**src/rtl/branch_pkg.sv**
```systemverilog
// Shared encodings and helpers for the branch resolver: 2-bit BHT counter
// states, their reset value, the saturating update and the PC-to-index map.
package branch_pkg;

    typedef enum logic [1:0] {
        SNT = 2'b00,
        WNT = 2'b01,
        WT  = 2'b10,
        ST  = 2'b11
    } bht_ctr_e;

    localparam logic [1:0] BHT_RESET = WT;

    function automatic logic [1:0] sat_update(input logic [1:0] ctr, input logic taken);
        logic [1:0] nxt;
        if (taken) begin
            nxt = (ctr == ST) ? ST : (ctr + 2'd1);
        end else begin
            nxt = (ctr == SNT) ? SNT : (ctr - 2'd1);
        end
        return nxt;
    endfunction

    // Word-aligned PCs: drop the two byte-offset bits, keep idx_bits above them.
    function automatic logic [31:0] bht_index(input logic [63:0] pc, input int unsigned idx_bits);
        logic [63:0] shifted;
        logic [63:0] mask;
        shifted = pc >> 2;
        mask    = (64'd1 << idx_bits) - 64'd1;
        return 32'(shifted & mask);
    endfunction

endpackage

```
**src/rtl/branch_pred_fifo.sv**
```systemverilog
// In-flight prediction FIFO with push, pop and a synchronous flush that
// wins over a same-cycle push.
module branch_pred_fifo #(
    parameter int DEPTH = 4,
    parameter int WIDTH = 33
) (
    input  logic             clk,
    input  logic             rst,
    input  logic             i_push,
    input  logic             i_pop,
    input  logic             i_flush,
    input  logic [WIDTH-1:0] i_wdata,
    output logic [WIDTH-1:0] o_rdata,
    output logic             o_full,
    output logic             o_empty
);
    import branch_pkg::*;

    localparam int AW = $clog2(DEPTH);

    logic [WIDTH-1:0] r_mem [DEPTH];
    logic [AW-1:0]    r_wptr;
    logic [AW-1:0]    r_rptr;
    logic [AW:0]      r_count;
    logic             w_do_push;
    logic             w_do_pop;

    assign o_full    = (r_count == (AW+1)'(DEPTH));
    assign o_empty   = (r_count == '0);
    assign o_rdata   = r_mem[r_rptr];
    assign w_do_push = i_push && !o_full && !i_flush;
    assign w_do_pop  = i_pop && !o_empty;

    // Pointer and occupancy tracking; flush discards everything at once.
    always_ff @(posedge clk) begin
        if (rst || i_flush) begin
            r_wptr  <= '0;
            r_rptr  <= '0;
            r_count <= '0;
        end else begin
            if (w_do_push) begin
                r_wptr <= r_wptr + AW'(1);
            end
            if (w_do_pop) begin
                r_rptr <= r_rptr + AW'(1);
            end
            case ({w_do_push, w_do_pop})
                2'b10:   r_count <= r_count + (AW+1)'(1);
                2'b01:   r_count <= r_count - (AW+1)'(1);
                default: r_count <= r_count;
            endcase
        end
    end

    // Entry storage needs no reset; contents are only read when occupied.
    always_ff @(posedge clk) begin
        if (w_do_push) begin
            r_mem[r_wptr] <= i_wdata;
        end
    end

endmodule

```
**src/rtl/branch_resolver.sv**
```systemverilog
// Checks fetch-time predictions against execute outcomes, raises a one-cycle
// flush with the corrected PC on a wrong direction, and trains a 2-bit BHT.
module branch_resolver #(
    parameter int DEPTH       = 4,
    parameter int BHT_ENTRIES = 64,
    parameter int PC_WIDTH    = 32
) (
    input  logic                clk,
    input  logic                rst,
    input  logic                pred_valid,
    input  logic [PC_WIDTH-1:0] pred_pc,
    input  logic                pred_taken,
    output logic                pred_ready,
    input  logic                res_valid,
    input  logic                res_taken,
    input  logic [PC_WIDTH-1:0] res_target,
    output logic                mispredict,
    output logic [PC_WIDTH-1:0] redirect_pc,
    input  logic [PC_WIDTH-1:0] lookup_pc,
    output logic                lookup_taken,
    output logic [31:0]         branch_count,
    output logic [31:0]         mispredict_count,
    output logic                res_error
);
    import branch_pkg::*;

    localparam int unsigned IDX_W = $clog2(BHT_ENTRIES);

    logic [1:0]          r_bht [BHT_ENTRIES];
    logic                r_mispredict;
    logic [PC_WIDTH-1:0] r_redirect_pc;
    logic [31:0]         r_branch_count;
    logic [31:0]         r_mispredict_count;
    logic                r_res_error;

    logic [PC_WIDTH:0]   w_head;
    logic [PC_WIDTH-1:0] w_head_pc;
    logic                w_head_taken;
    logic                w_full;
    logic                w_empty;
    logic                w_resolve;
    logic                w_mismatch;
    logic [31:0]         w_lookup_full;
    logic [31:0]         w_head_full;
    logic [IDX_W-1:0]    w_lookup_idx;
    logic [IDX_W-1:0]    w_head_idx;

    branch_pred_fifo #(
        .DEPTH (DEPTH),
        .WIDTH (PC_WIDTH + 1)
    ) u_fifo (
        .clk     (clk),
        .rst     (rst),
        .i_push  (pred_valid && !w_full),
        .i_pop   (w_resolve),
        .i_flush (w_mismatch),
        .i_wdata ({pred_pc, pred_taken}),
        .o_rdata (w_head),
        .o_full  (w_full),
        .o_empty (w_empty)
    );

    assign w_head_pc    = w_head[PC_WIDTH:1];
    assign w_head_taken = w_head[0];
    assign w_resolve    = res_valid && !w_empty;
    assign w_mismatch   = w_resolve && (res_taken != w_head_taken);

    assign w_lookup_full = bht_index(64'(lookup_pc), IDX_W);
    assign w_head_full   = bht_index(64'(w_head_pc), IDX_W);
    assign w_lookup_idx  = w_lookup_full[IDX_W-1:0];
    assign w_head_idx    = w_head_full[IDX_W-1:0];

    // Lookup reads the pre-edge table; a same-cycle training write is not bypassed.
    assign lookup_taken     = r_bht[w_lookup_idx][1];
    assign pred_ready       = !w_full;
    assign mispredict       = r_mispredict;
    assign redirect_pc      = r_redirect_pc;
    assign branch_count     = r_branch_count;
    assign mispredict_count = r_mispredict_count;
    assign res_error        = r_res_error;

    // Resolution outcome: flush pulse, redirect target, counters, error flag.
    always_ff @(posedge clk) begin
        if (rst) begin
            r_mispredict       <= 1'b0;
            r_redirect_pc      <= '0;
            r_branch_count     <= 32'd0;
            r_mispredict_count <= 32'd0;
            r_res_error        <= 1'b0;
        end else begin
            r_mispredict <= w_mismatch;
            if (w_mismatch) begin
                r_redirect_pc      <= res_taken ? res_target : (w_head_pc + PC_WIDTH'(4));
                r_mispredict_count <= r_mispredict_count + 32'd1;
            end
            if (w_resolve) begin
                r_branch_count <= r_branch_count + 32'd1;
            end
            if (res_valid && w_empty) begin
                r_res_error <= 1'b1;
            end
        end
    end

    // BHT training toward the actual direction of each resolved branch.
    always_ff @(posedge clk) begin
        if (rst) begin
            for (int i = 0; i < BHT_ENTRIES; i++) begin
                r_bht[i] <= BHT_RESET;
            end
        end else if (w_resolve) begin
            r_bht[w_head_idx] <= sat_update(r_bht[w_head_idx], res_taken);
        end
    end

endmodule

```
**config.mk**
```make
export PLATFORM = sky130hd
export DESIGN_NAME = branch_resolver
export DESIGN_NICKNAME = d
export VERILOG_FILES = /design/src/rtl/branch_pkg.sv /design/src/rtl/branch_pred_fifo.sv /design/src/rtl/branch_resolver.sv
export SDC_FILE = /design/constraint.sdc
export NUM_CORES = 1
export LEC_CHECK = 0
export ABC_CLOCK_PERIOD_IN_PS = 4300
export BUFFER_PORTS_ARGS = -buffer_cell sky130_fd_sc_hd__buf_4
export CORE_MARGIN = 5
export CORE_UTILIZATION = 59
export CTS_CLUSTER_DIAMETER = 150
export DETAILED_ROUTE_END_ITERATION = 12
export GPL_TIMING_DRIVEN = 0
export PLACE_DENSITY_LB_ADDON = 0.25
export SYNTH_ARGS = -nofsm -noshare
export SYNTH_HDL_FRONTEND = slang
export SYNTH_HIERARCHICAL = 1
export SYNTH_SLANG_ARGS = --single-unit
```
**constraint.sdc**
```tcl
create_clock -name clk -period 4.3 [get_ports clk]
set_input_delay 0.215 -clock clk [delete_from_list [all_inputs] [get_ports clk]]
set_output_delay 0.215 -clock clk [all_outputs]
set_load 0.005 [all_outputs]
```
==> impl_results.md <==
- Detail Route met2 WL: 23.98 mm
- Clk pwr share: 0.320
- ANT cells: 0
- Vias in the first global route: 13290
- Synth warn: 6
- Die W: 180.9 µm
- Internal power: 7095 µW
- Residual DRC: 0
- # rows: 62
- TritonCTS clock tree: built
- H-tree level count: 2
- Starting Density: 0.5986
- Clock transition at the registers of the reported paths: 0.06 ns
- Final wirelength: 50.26 mm
- CP Launch Type: register
- First-pass iteration count of the detailed router: 6
- Syn avg cell area: 12.03 µm²
- Post-synth ARST share: 0
- Root buf cell: clkbuf_16
- WP data arrival: 4.46 ns
- Fin crit period: 4.230 ns
- Largest net degree at the start of global routing: 34
- Post-Layout Cell Count: 2095
- Via density: 6.349
- Setup_tns: 0 ns
- Fill count: 1945
- Routed vias: 13300
- Antenna violations before repair: 0
- P_leak: 0.007125 µW
- Post-CTS setup buffers: 0
- Final setup violation count: 0
- Max Cap Viol: 0
- Cell area after synthesis: 0.01723 mm²
- WL per Instance: 23.99 µm
- Dominant synthesized flop cell: edfxtp_1
- Dpl hpwl: 34.71 mm
- Most common cell after layout, fill and taps aside: edfxtp_1
- Critical path fanouts, max: 10
- Clk sink count: 367
- Fin area: 0.02071 mm²
- Unique masters post-synth: 65
- Num ports: 202
- VDD IR-drop max: 0.5801 mV
- Hold WC Path Type: primary input to register
- Seq/Total Area, Yosys: 0.5776
- Sw Share: 0.3245
- Cell Count Post-Placement: 1991
- Inserted Clock Buffers: 38
- P&R area growth vs syn: 20.24%
- Area of the core: 0.02878 mm²
- Run status: finished, final reports clean
- Final Skew: 0.01710 ns
- Met3 WL: 5.491 mm
- Final Wtd Congestion: 0.9844
- Sw power: 3409 µW
- Worst Path Class, Setup: register to register
- Worst setup EP type: register
- Syn nets: 1543
- Global-route wire length before repair: 76.50 mm
- Fmax: 0.2364 GHz
- RSZ-0062 raised after global routing: no
- Input/output buffers: 173
- Fin crit share: 0.9837
- Pwr dens: 507.1 mW/mm²
- Final hold slack: 0.006888 ns
- Post-Place Cell Area: 0.01906 mm²
- Layout cells sized above 1: 0.2238
- Slew @ Worst Pin: 1.277 ns
- Number of synthesized flops with an enable pin: 260
- GRT overflow: 0
- Total Nets Final: 1793
- Die Ht: 180.9 µm
- Worst relative slew slack: 0.1455
- DR top layer: met4
- Metal-1 WL: 18.30 mm
- Max-slew violations: 0
- Full die area: 0.03271 mm²
- Sequential share of power: 0.394
- Drt first-iter violations: 1614
- Combinational power share: 0.287
- Remaining antenna violation count: 0
- Final Hold Viols: 0
- Required time worst endpoint: 4.53 ns
- CTS Buffer Depth: 3
- Syn Inst Count: 1432
- Synth Register Bits: 367
- Clk Latency, worst-skew pair: 0.53 ns
- Commonest cells after routing, fill and taps aside: 260 x edfxtp_1, 186 x buf_4, 143 x nand2_1, 118 x nor2_1, 106 x dfxtp_1
- Gr usage total: 0.3006
critical path: stages (launching register included):
cell and delay [ns]:
dfxtp_1 0.34, buf_6 0.19, buf_12 0.17, mux4_2 0.64, buf_4 0.26, clkinvlp_4 0.23, buf_2 0.35, nand2_1 0.25
nor2_1 0.64, clkbuf_1 0.61, a21o_1 0.24
power by group through the flow:
stage	Sequential [µW]	Clock (µW)	Combinational (µW)
floorplan	4180	0	1900
global placement	4190	0	2840
detailed placement	4200	0	2880
CTS	4130	3350	2930
global route	4150	3530	3150
finish	4130	3360	3010
cell type report:
class | count | area (µm²) | share of cell area
Sequential cell | 367 | 9951 | 0.4804
Multi-Input combinational cell | 939 | 6631 | 0.3201
Timing Repair Buffer | 212 | 1700 | 0.08209
Clock buffer | 56 | 1121 | 0.05412
Buffer | 101 | 590.6 | 0.02851
Tap cell | 384 | 480.5 | 0.02320
Clock inverter | 13 | 147.6 | 0.007128
Inverter | 23 | 91.34 | 0.004410
synth_stat cells (7+ instances only):
library cell    n  area [µm²]
xor2_1         50       437.9
a21o_1         20       150.1
nand2b_1       38       237.7
ha_1            8       100.1
nand4_1        21       131.4
o22ai_1         7       43.79
nand3_1        95       475.5
a221o_1        12       120.1
edfxtp_1      260        7807
a21oi_1        52       260.3
clkbuf_1       62       232.7
buf_4          13       97.59
dfxtp_1       107        2142
and3_1         14       87.58
and2_1         10       62.56
o21bai_1       12       90.09
nor2b_1         9       56.30
buf_2          11       55.05
mux4_2         57        1284
nor4_1          7       43.79
nor4_2         16       200.2
nor2_1        119       446.7
or3_1          15       93.84
inv_1          22       82.58
nor3_1         38       190.2
buf_6          12       135.1
nand2_1       143       536.8
o21ai_0        40       200.2
or2_2          10       62.56
a211oi_1       10       75.07
mux2i_1        37       370.4
and4_1         10       87.58
xnor2_1        31       271.5
layer usage:
| metal | vias to the layer above | track usage |
|---|---|---|
| met3 | 215 | 0.06495 |
| met4 | 0 | 0.1264 |
| met2 | 902 | 0.4904 |
| met1 | 6390 | 0.3934 |
| met5 | - | 0 |
| li1 | 5795 | - |
metrics by stage:
step / total power, µW / worst slack, ns / utilization
3_5_place_dp: 7087 / -0.5817 / 0.6622
6_report: 10500 / 0.07004 / 0.7197
5_1_grt: 10830 / 0.01693 / 0.7197
4_1_cts: 10410 / 0.04117 / 0.7195
3_3_place_gp: 7028 / -0.5821 / 0.6604
2_1_floorplan: 6081 / 0.8935 / -
sequential cells by signal, indices dropped and copies added, names as in the netlist, named ones only:
| register | count |
|---|---|
| u_fifo/r_rptr | 2 |
| mispredict | 1 |
| redirect_pc | 32 |
| u_fifo/r_count | 3 |
| res_error | 1 |
| branch_count | 32 |
| u_fifo/r_mem | 132 |
| r_bht | 128 |
| mispredict_count | 32 |
| u_fifo/r_wptr | 2 |
logic make-up after synthesis:
logic type      share of synthesized area
xor+xnor                          0.04118
compound gates                    0.07169
fa+ha+maj                        0.008280
mux                               0.09798
simple gates                       0.1641
buf+inv                           0.03922
flops                              0.5776
worst paths after layout:
check	start	slack, ns	endpoint	cells after the start
max	register	0.07	r_bht[59][0]	10
min	res_target[18]	0.007	redirect_pc[18]	3
max reg2reg	register	0.07	r_bht[59][0]	10
min reg2reg	redirect_pc[5]	0.45	redirect_pc[5]	2
timing repair:
item / 4_1_cts / 5_1_grt
hold buffers: 37 / 0
gates cloned: 0 / 0
resized for setup: 7 / 7
endpoints found under the setup margin: 159 / 78
pin swaps: 0 / 0
hold endpoints to repair: 136 / 0
No activity file was read; power rests on OpenSTA's default activity.
